[config.mk]
export PLATFORM = sky130hd
export DESIGN_NAME = stk_pipe_arb_flat
export DESIGN_NICKNAME = d
export VERILOG_FILES = /design/src/rtl/stk_pipe_arb_if.sv /design/src/rtl/stk_pipe_arb.sv /design/src/flat_wrapper.sv
export SDC_FILE = /design/constraint.sdc
export NUM_CORES = 1
export LEC_CHECK = 0
export BUFFER_PORTS_ARGS = -buffer_cell sky130_fd_sc_hd__buf_4
export CAP_MARGIN = 20
export CORE_AREA = 4 4 262 264
export CTS_BUF_LIST = sky130_fd_sc_hd__clkbuf_8
export CTS_CLUSTER_DIAMETER = 120
export DETAILED_ROUTE_END_ITERATION = 7
export DIE_AREA = 0 0 266 268
export PLACE_DENSITY_LB_ADDON = 0.08
export SLEW_MARGIN = 20
export SYNTH_ARGS = -nofsm -noshare
export SYNTH_HDL_FRONTEND = slang
export SYNTH_SLANG_ARGS = --single-unit
[constraint.sdc]
create_clock -name clk -period 5.01 [get_ports clk]
set_input_delay 0.501 -clock clk [delete_from_list [all_inputs] [get_ports clk]]
set_output_delay 0.501 -clock clk [all_outputs]
set_load 0.01 [all_outputs]
[src/rtl/stk_pipe_arb_if.sv]
// Shared types and the handshake bundle between request engines, the arbiter and the LK/WRBK stages.
// The packages live here so they are compiled ahead of every user of the bundle.
package cfg_pkg;
   localparam int ENGS_N = 4;
endpackage

package stk_pkg;
   typedef enum logic [1:0] {
      NOP  = 2'd0,
      PUSH = 2'd1,
      POP  = 2'd2,
      INV  = 2'd3
   } opcode_t;

   localparam int ENGID_W = (cfg_pkg::ENGS_N > 1) ? $clog2(cfg_pkg::ENGS_N) : 1;
   typedef logic [ENGID_W-1:0] engid_t;
endpackage

interface stk_pipe_arb_if #(
   parameter int ENGS_N = cfg_pkg::ENGS_N
);
   logic [ENGS_N-1:0]                   i_req_vld;
   stk_pkg::opcode_t [ENGS_N-1:0]       i_req_opcode;
   logic [ENGS_N-1:0][127:0]            i_req_dat;
   logic [ENGS_N-1:0]                   o_req_rdy;

   logic                                o_lk_vld_r;
   stk_pkg::engid_t                     o_lk_engid_r;
   stk_pkg::opcode_t                    o_lk_opcode_r;
   logic                                o_lk_dat_vld_r;
   logic [127:0]                        o_lk_dat_r;

   logic                                i_wrbk_uc_vld_r;
   stk_pkg::engid_t                     i_wrbk_uc_engid_r;
   logic                                i_wrbk_uc_set_empty_r;
   logic                                i_wrbk_uc_clr_empty_r;

   logic                                o_err_vld_r;
   stk_pkg::engid_t                     o_err_engid_r;

   logic [ENGS_N-1:0]                   o_busy_r;
   logic [ENGS_N-1:0]                   o_empty_r;
   logic [3:0]                          o_credits_r;

   // arbiter side
   modport slave (
      input  i_req_vld, i_req_opcode, i_req_dat,
      output o_req_rdy,
      output o_lk_vld_r, o_lk_engid_r, o_lk_opcode_r, o_lk_dat_vld_r, o_lk_dat_r,
      input  i_wrbk_uc_vld_r, i_wrbk_uc_engid_r, i_wrbk_uc_set_empty_r, i_wrbk_uc_clr_empty_r,
      output o_err_vld_r, o_err_engid_r,
      output o_busy_r, o_empty_r, o_credits_r
   );

   // engines / pipeline side
   modport master (
      output i_req_vld, i_req_opcode, i_req_dat,
      input  o_req_rdy,
      input  o_lk_vld_r, o_lk_engid_r, o_lk_opcode_r, o_lk_dat_vld_r, o_lk_dat_r,
      output i_wrbk_uc_vld_r, i_wrbk_uc_engid_r, i_wrbk_uc_set_empty_r, i_wrbk_uc_clr_empty_r,
      input  o_err_vld_r, o_err_engid_r,
      input  o_busy_r, o_empty_r, o_credits_r
   );
endinterface

[src/rtl/stk_pipe_arb.sv]
// Round-robin arbiter feeding stack commands into the LK stage, with per-engine hazard lock,
// credit flow control towards WRBK and early rejection of pops on an empty stack.
module stk_pipe_arb #(
   parameter int ENGS_N    = cfg_pkg::ENGS_N,
   parameter int CREDITS_N = 4
) (
   input  logic           clk,
   input  logic           rst,
   stk_pipe_arb_if.slave  bus
);
   import stk_pkg::*;

   localparam logic [3:0] CRED_MAX = 4'(CREDITS_N);

   logic [ENGS_N-1:0]  busy_r;
   logic [ENGS_N-1:0]  empty_r;
   logic [3:0]         credits_r;
   engid_t             rr_ptr_r;

   logic               lk_vld_r;
   engid_t             lk_engid_r;
   opcode_t            lk_opcode_r;
   logic               lk_dat_vld_r;
   logic [127:0]       lk_dat_r;
   logic               err_vld_r;
   engid_t             err_engid_r;

   logic [ENGS_N-1:0]  cand;
   logic [ENGS_N-1:0]  reject;
   logic [ENGS_N-1:0]  elig;
   logic               gnt;
   engid_t             gnt_id;
   logic [ENGS_N-1:0]  gnt_oh;
   logic               gnt_issue;
   logic               gnt_reject;
   logic               wb;

   logic [ENGS_N-1:0]  busy_nxt;
   logic [ENGS_N-1:0]  empty_nxt;
   logic [3:0]         credits_nxt;

   assign wb = bus.i_wrbk_uc_vld_r;

   // Rejects bypass the credit check: they never reach LK, so they hold no credit.
   always_comb begin
      cand   = '0;
      reject = '0;
      elig   = '0;
      for (int e = 0; e < ENGS_N; e++) begin
         cand[e]   = bus.i_req_vld[e] && (bus.i_req_opcode[e] != NOP) && !busy_r[e];
         reject[e] = cand[e] && (bus.i_req_opcode[e] == POP) && empty_r[e];
         elig[e]   = reject[e] || (cand[e] && (credits_r != 4'd0));
      end
   end

   always_comb begin
      int idx;
      idx    = 0;
      gnt    = 1'b0;
      gnt_id = '0;
      for (int k = 0; k < ENGS_N; k++) begin
         idx = int'(rr_ptr_r) + k;
         if (idx >= ENGS_N) begin
            idx = idx - ENGS_N;
         end
         if (!gnt && elig[idx]) begin
            gnt    = 1'b1;
            gnt_id = engid_t'(idx);
         end
      end
      if (rst) begin
         gnt = 1'b0;
      end
   end

   always_comb begin
      gnt_oh = '0;
      if (gnt) begin
         gnt_oh[gnt_id] = 1'b1;
      end
      gnt_issue  = gnt && !reject[gnt_id];
      gnt_reject = gnt && reject[gnt_id];
   end

   assign bus.o_req_rdy = gnt_oh;

   // Writeback clears first so a fresh grant on the same engine keeps it busy.
   always_comb begin
      busy_nxt    = busy_r;
      empty_nxt   = empty_r;
      credits_nxt = credits_r;
      if (wb) begin
         busy_nxt[bus.i_wrbk_uc_engid_r] = 1'b0;
         if (bus.i_wrbk_uc_set_empty_r) begin
            empty_nxt[bus.i_wrbk_uc_engid_r] = 1'b1;
         end else if (bus.i_wrbk_uc_clr_empty_r) begin
            empty_nxt[bus.i_wrbk_uc_engid_r] = 1'b0;
         end
      end
      if (gnt_issue) begin
         busy_nxt[gnt_id] = 1'b1;
      end
      if (wb && !gnt_issue) begin
         credits_nxt = (credits_r >= CRED_MAX) ? CRED_MAX : credits_r + 4'd1;
      end else if (!wb && gnt_issue) begin
         credits_nxt = (credits_r == 4'd0) ? 4'd0 : credits_r - 4'd1;
      end
   end

   always_ff @(posedge clk) begin
      if (rst) begin
         busy_r       <= '0;
         empty_r      <= '1;
         credits_r    <= CRED_MAX;
         rr_ptr_r     <= '0;
         lk_vld_r     <= 1'b0;
         lk_engid_r   <= '0;
         lk_opcode_r  <= NOP;
         lk_dat_vld_r <= 1'b0;
         lk_dat_r     <= '0;
         err_vld_r    <= 1'b0;
         err_engid_r  <= '0;
      end else begin
         busy_r    <= busy_nxt;
         empty_r   <= empty_nxt;
         credits_r <= credits_nxt;
         if (gnt) begin
            rr_ptr_r <= (int'(gnt_id) == ENGS_N - 1) ? '0 : engid_t'(gnt_id + 1'b1);
         end

         lk_vld_r <= gnt_issue;
         if (gnt_issue) begin
            lk_engid_r   <= gnt_id;
            lk_opcode_r  <= bus.i_req_opcode[gnt_id];
            lk_dat_vld_r <= (bus.i_req_opcode[gnt_id] == PUSH);
            lk_dat_r     <= (bus.i_req_opcode[gnt_id] == PUSH) ? bus.i_req_dat[gnt_id] : '0;
         end else begin
            lk_opcode_r  <= NOP;
            lk_dat_vld_r <= 1'b0;
         end

         err_vld_r <= gnt_reject;
         if (gnt_reject) begin
            err_engid_r <= gnt_id;
         end
      end
   end

   assign bus.o_lk_vld_r     = lk_vld_r;
   assign bus.o_lk_engid_r   = lk_engid_r;
   assign bus.o_lk_opcode_r  = lk_opcode_r;
   assign bus.o_lk_dat_vld_r = lk_dat_vld_r;
   assign bus.o_lk_dat_r     = lk_dat_r;
   assign bus.o_err_vld_r    = err_vld_r;
   assign bus.o_err_engid_r  = err_engid_r;
   assign bus.o_busy_r       = busy_r;
   assign bus.o_empty_r      = empty_r;
   assign bus.o_credits_r    = credits_r;

`ifndef SYNTHESIS
   // A writeback must return a credit that was actually taken, for an engine that is in flight.
   a_wb_credit_ovf : assert property (@(posedge clk) disable iff (rst)
      bus.i_wrbk_uc_vld_r |-> (credits_r != CRED_MAX));
   a_wb_not_busy : assert property (@(posedge clk) disable iff (rst)
      bus.i_wrbk_uc_vld_r |-> busy_r[bus.i_wrbk_uc_engid_r]);
   a_rdy_onehot : assert property (@(posedge clk) $onehot0(bus.o_req_rdy));
`endif
endmodule

[src/flat_wrapper.sv]
// flat-port wrapper written by rule: the top's interface ports become plain ports
module stk_pipe_arb_flat import stk_pkg::*;
#(
   parameter int ENGS_N    = cfg_pkg::ENGS_N,
   parameter int CREDITS_N = 4
)
  (clk, rst, bus_i_req_vld, bus_i_req_opcode, bus_i_req_dat, bus_o_req_rdy, bus_o_lk_vld_r, bus_o_lk_engid_r, bus_o_lk_opcode_r, bus_o_lk_dat_vld_r, bus_o_lk_dat_r, bus_i_wrbk_uc_vld_r, bus_i_wrbk_uc_engid_r, bus_i_wrbk_uc_set_empty_r, bus_i_wrbk_uc_clr_empty_r, bus_o_err_vld_r, bus_o_err_engid_r, bus_o_busy_r, bus_o_empty_r, bus_o_credits_r);
  stk_pipe_arb_if #(.ENGS_N(ENGS_N)) bus_i ();
  input  logic clk;
  input  logic rst;
  input wire logic [$bits(bus_i.i_req_vld)-1:0] bus_i_req_vld;
  input wire logic [$bits(bus_i.i_req_opcode)-1:0] bus_i_req_opcode;
  input wire logic [$bits(bus_i.i_req_dat)-1:0] bus_i_req_dat;
  output wire logic [$bits(bus_i.o_req_rdy)-1:0] bus_o_req_rdy;
  output wire logic [$bits(bus_i.o_lk_vld_r)-1:0] bus_o_lk_vld_r;
  output wire logic [$bits(bus_i.o_lk_engid_r)-1:0] bus_o_lk_engid_r;
  output wire logic [$bits(bus_i.o_lk_opcode_r)-1:0] bus_o_lk_opcode_r;
  output wire logic [$bits(bus_i.o_lk_dat_vld_r)-1:0] bus_o_lk_dat_vld_r;
  output wire logic [$bits(bus_i.o_lk_dat_r)-1:0] bus_o_lk_dat_r;
  input wire logic [$bits(bus_i.i_wrbk_uc_vld_r)-1:0] bus_i_wrbk_uc_vld_r;
  input wire logic [$bits(bus_i.i_wrbk_uc_engid_r)-1:0] bus_i_wrbk_uc_engid_r;
  input wire logic [$bits(bus_i.i_wrbk_uc_set_empty_r)-1:0] bus_i_wrbk_uc_set_empty_r;
  input wire logic [$bits(bus_i.i_wrbk_uc_clr_empty_r)-1:0] bus_i_wrbk_uc_clr_empty_r;
  output wire logic [$bits(bus_i.o_err_vld_r)-1:0] bus_o_err_vld_r;
  output wire logic [$bits(bus_i.o_err_engid_r)-1:0] bus_o_err_engid_r;
  output wire logic [$bits(bus_i.o_busy_r)-1:0] bus_o_busy_r;
  output wire logic [$bits(bus_i.o_empty_r)-1:0] bus_o_empty_r;
  output wire logic [$bits(bus_i.o_credits_r)-1:0] bus_o_credits_r;
  assign bus_i.i_req_vld = bus_i_req_vld;
  assign bus_i.i_req_opcode = bus_i_req_opcode;
  assign bus_i.i_req_dat = bus_i_req_dat;
  assign bus_o_req_rdy = bus_i.o_req_rdy;
  assign bus_o_lk_vld_r = bus_i.o_lk_vld_r;
  assign bus_o_lk_engid_r = bus_i.o_lk_engid_r;
  assign bus_o_lk_opcode_r = bus_i.o_lk_opcode_r;
  assign bus_o_lk_dat_vld_r = bus_i.o_lk_dat_vld_r;
  assign bus_o_lk_dat_r = bus_i.o_lk_dat_r;
  assign bus_i.i_wrbk_uc_vld_r = bus_i_wrbk_uc_vld_r;
  assign bus_i.i_wrbk_uc_engid_r = bus_i_wrbk_uc_engid_r;
  assign bus_i.i_wrbk_uc_set_empty_r = bus_i_wrbk_uc_set_empty_r;
  assign bus_i.i_wrbk_uc_clr_empty_r = bus_i_wrbk_uc_clr_empty_r;
  assign bus_o_err_vld_r = bus_i.o_err_vld_r;
  assign bus_o_err_engid_r = bus_i.o_err_engid_r;
  assign bus_o_busy_r = bus_i.o_busy_r;
  assign bus_o_empty_r = bus_i.o_empty_r;
  assign bus_o_credits_r = bus_i.o_credits_r;
  stk_pipe_arb #(.ENGS_N(ENGS_N), .CREDITS_N(CREDITS_N)) u_core (.clk(clk), .rst(rst), .bus(bus_i));
endmodule
# Word level (Yosys, flattened, before mapping)

Index checks and enable logic that the tools add are counted.

Output and inout port bits: 153
Bits in registers: 151
Bits of input ports: 531

Order comparisons: 13
Equality and inequality tests: 6
Reductions and logical operators: 53
Mux-type cells: 46
Bitwise gates (word level): 6
Add/sub/neg operators: 10

Operators by type and width:

| cell                    | count |
|---|---|
| $bmux W128 S2           | 1 |
| $mux W128               | 2 |
| $lt A32 B4 Y1 const B   | 4 |
| $mux W32                | 4 |
| $ge A32 B4 Y1 const B   | 3 |
| $sub A32 B4 Y32 const B | 3 |
| $mux W4                 | 9 |
| $logic_and A1 B1 Y1     | 29 |
| $mux W1                 | 16 |
| $mux W2                 | 6 |
| $reduce_bool A2 Y1      | 6 |
| $bmux W1 S2             | 5 |
| $logic_not A1 Y1        | 10 |
| $and A4 B4 Y4           | 2 |
| $eq A2 B2 Y1 const B    | 4 |
| $or A4 B4 Y4            | 2 |
| $add A2 B2 Y3 const B   | 2 |
| $lt A2 B3 Y1 const B    | 2 |
| $add A4 B1 Y4 const B   | 1 |
| $bmux W2 S2             | 1 |
| $demux W1 S2            | 2 |
| $eq A2 B1 Y1 const B    | 2 |
| $ge A2 B1 Y1 const B    | 2 |
| $ge A4 B3 Y1 const B    | 1 |
| other kinds (12)        | 15 |

# Depth between registers and ports, before layout

Depth after elaboration: 26
Depth in mapped cells: 16

# Worst setup path after synthesis

Ideal clock, no wire load.

Path type: reg-to-reg
From: register u_core.credits_r[0], in the netlist u_core.bus.o_credits_r[0]
To: register u_core.credits_r[3], in the netlist u_core.bus.o_credits_r[3]
Cell stages (with the launch flop): 15
Setup slack: 1.381 ns
Buffers on the path: 1
Arrival time: 3.558 ns
Cells stage by stage: dfxtp_1 > inv_1 > ha_1 > nor3b_4 > or3_4 > a2111oi_4 > a311oi_2 > and3_1 > a2111oi_2 > nor2_1 > ha_1 > clkbuf_1 > nor3_1 > nand3b_1 > a21oi_1

Longest elaborated chain between the ends: 23

RTL lines:

| element                                       | line                | text |
|---|---|---|
| start, declared                               | stk_pipe_arb.sv:17  | `logic [3:0] credits_r;` |
| start signal, assigned                        | stk_pipe_arb.sv:126 | `credits_r <= credits_nxt;` |
| $reduce_bool A4 Y1                            | stk_pipe_arb.sv:52  | `elig[e] = reject[e] \|\| (cand[e] && (credits_r != 4'd0));` |
| $logic_and A1 B1 Y1                           | stk_pipe_arb.sv:52  |  |
| $logic_or A1 B1 Y1                            | stk_pipe_arb.sv:52  |  |
| $bmux W1 S2                                   | stk_pipe_arb.sv:66  | `if (!gnt && elig[idx]) begin` |
| $mux W1 (implied by the code) (2 in series)   | stk_pipe_arb.sv:66  |  |
| $mux W1                                       | stk_pipe_arb.sv:66  |  |
| $logic_not A1 Y1                              | stk_pipe_arb.sv:66  |  |
| $logic_and A1 B1 Y1                           | stk_pipe_arb.sv:66  |  |
| [... 6 more ...]                              | n/a                 |  |
| $mux W2                                       | stk_pipe_arb.sv:66  |  |
| $bmux W1 S2                                   | stk_pipe_arb.sv:81  | `gnt_issue = gnt && !reject[gnt_id];` |
| $mux W1 (implied by the code)                 | stk_pipe_arb.sv:81  |  |
| $logic_not A1 Y1                              | stk_pipe_arb.sv:81  |  |
| $logic_and A1 B1 Y1                           | stk_pipe_arb.sv:81  |  |
| $logic_not A1 Y1                              | stk_pipe_arb.sv:103 | `if (wb && !gnt_issue) begin` |
| $logic_and A1 B1 Y1                           | stk_pipe_arb.sv:103 |  |
| $mux W4 or $reduce_bool A2 Y1 (tied branches) | n/a                 |  |

Several ways; a longest one is shown, not always the timed one. The select of a mux whose other input is x is not followed.
A chain may end at the register's enable or synchronous reset.

# Worst setup path in the final report

From: register u_core.credits_r[0], in the netlist u_core.bus.o_credits_r[0]
To: output port bus_o_req_rdy[3]

Longest elaborated chain between the ends: 21

RTL lines:

| element                                                            | line               | text |
|---|---|---|
| $reduce_bool A4 Y1 (*)                                             | stk_pipe_arb.sv:52 |  |
| $logic_and A1 B1 Y1                                                | stk_pipe_arb.sv:52 |  |
| $logic_or A1 B1 Y1                                                 | stk_pipe_arb.sv:52 |  |
| $bmux W1 S2                                                        | stk_pipe_arb.sv:66 |  |
| $mux W1 (implied by the code) (2 in series)                        | stk_pipe_arb.sv:66 |  |
| $mux W1                                                            | stk_pipe_arb.sv:66 |  |
| $logic_not A1 Y1                                                   | stk_pipe_arb.sv:66 |  |
| $logic_and A1 B1 Y1                                                | stk_pipe_arb.sv:66 |  |
| [... 4 more ...]                                                   | n/a                |  |
| $logic_not A1 Y1                                                   | stk_pipe_arb.sv:66 |  |
| $logic_and A1 B1 Y1                                                | stk_pipe_arb.sv:66 |  |
| $mux W2                                                            | stk_pipe_arb.sv:66 |  |
| $lt A2 B3 Y1 (implied by the code) or $ge A2 B1 Y1 (tied branches) | stk_pipe_arb.sv:79 | `gnt_oh[gnt_id] = 1'b1;` |
| $logic_and A1 B1 Y1 (implied by the code)                          | stk_pipe_arb.sv:79 |  |
| $mux W1 (implied by the code)                                      | stk_pipe_arb.sv:79 |  |
| $demux W1 S2                                                       | n/a                |  |
| $mux W4 (*)                                                        | stk_pipe_arb.sv:78 | `if (gnt) begin` |
| end, declared                                                      | flat_wrapper.sv:14 | `output wire logic [$bits(bus_i.o_req_rdy)-1:0] bus_o_req_rdy;` |

Every way passes the cells marked *; elsewhere a longest branch is shown, timed or not. The select of a mux whose other input is x is not followed.

==> results.tsv <==
stage	metric	value	unit
critical_path	rrSetupSlack	0.89	ns
hold_path	hp-class	in -> reg	
pwr	power.switching	4750	uW
sta	setup_viol	0	
clock_tree	post_cts_buffers	0	
clock_tree	cts_hold_buffers	0	
pwr	p_per_area	614	nW/um^2
sta	max_freq	219	MHz
clock_tree	cts_buffer_depth	2	
route	antenna_left	0	
sta	skew	0.0193	ns
sta	worst_slew_pin_slew	1.08	ns
pwr	peakVddDrop	0.775	mV
critical_path	cp_max_fo	61	
place	post_dp_cell_area	15000	sq um
floorplan	die_h	268	microns
synth	yosys.area.top_type	dfxtp_1	
critical_path	critPathLaunchType	flip-flop	
global_route	grt_max_degree	152	
route	wl_per_cell	20.6	microns
floorplan	die_w	266	microns
clock_tree	cts-root-buf	clkbuf_8	
route	dr.pass1.iters	5	
synth	synth_top_area_frac	0.337	
sta	finalHoldViolations	0	
pwr	leakage	0.00722	uW
critical_path	crit_family	buffers and inverters	
critical_path	rr_worst_depth	12	
floorplan	ios	684	
clock_tree	cts_resized	0	
sta	fin_crit_sh	0.912	
global_route	antenna_found_initial	5	
critical_path	crit-reg2reg-capture	u_core.bus.o_lk_dat_r[61]$_SDFFE_PP0N_	
synth	syn-instance-count	1311	
clock_tree	htree_levels	4	
critical_path	slowest_delay	0.65	ns
pwr	p_comb_frac	0.657	
synth	synth_edf_count	0	
pwr	p_clk_frac	0.117	
sta	slew_violations	0	
synth	synth-async-reset-ratio	0	
route	vias	12000	
pwr	intPower	4700	uW
clock_tree	cts.sinks	151	
place	portBuffers	683	
critical_path	arrival	4.07	ns
route	drt_drc_violations_left	0	
global_route	grt_pass1_vias	12300	
critical_path	path_buf_inv	4	
finish	nets	2458	
critical_path	critPathSlowestCell	o31ai_1	
synth	synth-main-ff-cell	dfxtp_1	
finish	drive_gt1_frac	0.387	
synth	syn_area	8980	sq um
global_route	grt_pass1_wl	81200	microns
hold_path	worstHoldStart	bus_i_wrbk_uc_set_empty_r	
global_route	overflow	0	
finish	syn_to_final_growth	71.6	%
floorplan	start_util	0.135	
synth	seq_area_frac_synth	0.337	
sta	fin_crit	4.57	ns
synth	synthTopCellsByArea	dfxtp_1, nand2_1, nand3_1	
floorplan	die_area	71300	sq um
clock_tree	cts_made_buffers	17	
place	dp_hpwl	43500	microns
sta	max_slew_margin	0.278	
route	drtIter0Drc	519	
job	max-cap-violations	0	
clock_tree	cts_tree	done	
clock_tree	clkTransAtPathRegs	0.10	ns
floorplan	core	66600	sq um
route	routed_wl	57700	microns
critical_path	r2r-start	u_core.bus.o_credits_r[0]$_SDFFE_PP0P_	
synth	syn_area_per_cell	6.85	sq um
global_route	grt_usage	0.153	
sta	tns	0	ns
pwr	swShare	0.503	
run_status	status	finished clean	
synth	ys_types	44	
pwr	p_seq_frac	0.227	
finish	final_area	15400	sq um
clock_tree	clkLatencyLatePin	0.54	ns
sta	rsz0062_at_grt	no	
synth	synth_nets	1850	
critical_path	criticalPathCategory	reg -> out	
critical_path	cp_cell_sequence	inv_1 -> ha_1 -> nor3b_4 -> o31ai_1 -> a311o_1 -> nand2_4 -> inv_4 -> buf_4 -> ha_1 -> and2_1 -> buf_4	
critical_path	critPathCaptureType	output port	
hold_path	worstHoldPathCells	2	
synth	ys_warn_count	0	
place	gp_congestion	0.841	
critical_path	crit_required	4.51	ns
floorplan	row_count	95	
route	vias_per_cell	4.27	
synth	synth-seq-cells	151	
finish	fillerInstances	7609	
-- power groups by stage --
stage | Clock [uW] | Combinational (uW) | Sequential, uW
floorplan | 0 | 3260 | 2400
global placement | 0 | 6390 | 2160
detailed placement | 0 | 6350 | 2170
CTS | 1180 | 6370 | 2150
global route | 1200 | 6850 | 2220
finish | 1100 | 6210 | 2140
-- kinds of logic after synthesis --
logic type      synth area share
flops                      0.337
mux                      0.00335
xor+xnor                0.000976
fa+ha+maj                 0.0112
compound gates             0.187
buf+inv                   0.0581
simple gates               0.402
-- Yosys cell counts, types with 2 or more instances --
cell type	number
nand2_1	528
nand3_1	260
dfxtp_1	151
a32o_1	129
clkbuf_1	81
nor2_1	16
buf_2	15
o21ai_0	15
a21oi_1	11
buf_4	11
nor3_1	10
buf_1	8
ha_1	8
nand2b_1	7
inv_1	6
or3_1	6
a21o_1	4
a221o_1	4
and2_1	4
and3_1	4
a211oi_1	3
a32oi_1	3
mux2i_1	3
a311o_1	2
and3b_1	2
inv_2	2
-- worst max path at each step --
| stage | from | end | slack, ns | cells past startpoint |
|---|---|---|---|---|
| CTS | u_core.bus.o_credits_r[0]$_SDFFE_PP0P_ | bus_o_req_rdy[3] | 0.34 | 11 |
| global route | u_core.bus.o_credits_r[0]$_SDFFE_PP0P_ | bus_o_req_rdy[3] | 0.11 | 11 |
| floorplan | u_core.bus.o_credits_r[0]$_SDFFE_PP0P_ | u_core.bus.o_credits_r[3]$_SDFFE_PP0P_ | 1.38 | 14 |
| detailed placement | u_core.bus.o_credits_r[0]$_SDFFE_PP0P_ | u_core.bus.o_lk_dat_r[39]$_SDFFE_PP0N_ | 0.91 | 11 |
| global placement | u_core.bus.o_credits_r[0]$_SDFFE_PP0P_ | u_core.bus.o_lk_dat_r[39]$_SDFFE_PP0N_ | 0.93 | 12 |
| finish | u_core.bus.o_credits_r[0]$_SDFFE_PP0P_ | bus_o_req_rdy[3] | 0.44 | 11 |
-- layout by cell type (no fill, tap or decap), types with 2 or more instances in the layout --
cell / synthesis / routed
a311o_1: 2 / 2
and2_1: 4 / 4
nand2_1: 528 / 527
a32oi_1: 3 / 3
and3b_1: 2 / 2
clkinv_2: 0 / 3
a21o_1: 4 / 4
clkbuf_8: 0 / 19
nor2_1: 16 / 16
a21oi_1: 11 / 11
a221o_1: 4 / 4
o21ai_0: 15 / 15
dfxtp_1: 151 / 151
a32o_1: 129 / 129
inv_6: 0 / 2
ha_1: 8 / 8
mux2i_1: 3 / 3
buf_12: 0 / 6
buf_4: 11 / 698
nand2b_1: 7 / 7
or3_1: 6 / 6
nand3_1: 260 / 260
and3_1: 4 / 4
nor3_1: 10 / 9
diode_2: 0 / 3
inv_1: 6 / 8
clkinvlp_4: 0 / 2
a211oi_1: 3 / 3
bufinv_16: 0 / 3
-- registers in the layout, summed over array words and instances, names as in the netlist, 2 cells and up, named ones only --
name / flops
u_core.bus.o_lk_dat_r: 128
u_core.bus.o_err_engid_r: 2
u_core.bus.o_credits_r: 4
u_core.rr_ptr_r: 2
u_core.bus.o_busy_r: 4
u_core.bus.o_lk_engid_r: 2
u_core.bus.o_lk_opcode_r: 2
-- worst reg2reg max path, delay by kind of cell (launching register included) --
family	cells	cell delay, ns
DFF	1	0.44
buffers and inverters	3	0.63
AOI/OAI and AO/OA	5	1.86
adders and majority gates	1	0.22
and+or+nand+nor	3	0.91
-- cell type report --
cell class              count  area [sq um]  share of cell area
clock buffers              19           262              0.0170
well taps                 873          1090              0.0709
repair buffers            704          5360               0.348
inverters                   8          40.0             0.00260
multi-input cells        1037          5470               0.355
clock inverters            13           154             0.00999
diodes                      3          7.51            0.000487
flip-flops and latches    151          3020               0.196
-- metal layers --
layer	wire, microns	part of all wire	GRT usage
met5	21	0.00036	0
met4	1290	0.022	0.0462
met3	4300	0.074	0.0499
met2	29900	0.52	0.275
met1	22300	0.39	0.172
-- stage by stage --
| stage | hold WS, ns | total power (uW) | setup WS [ns] | util | instances |
|---|---|---|---|---|---|
| finish | 0.221 | 9460 | 0.443 | 0.231 | 2808 |
| CTS | 0.135 | 9690 | 0.336 | 0.231 | 2805 |
| detailed placement | 0.445 | 8520 | 0.907 | 0.225 | 2773 |
| global route | 0.161 | 10300 | 0.112 | 0.231 | 2808 |
| global placement | 0.439 | 8550 | 0.933 | 0.225 | 2773 |
| floorplan | 0.458 | 5660 | 1.38 | - | 1311 |
(Power assumes the default switching activity.)
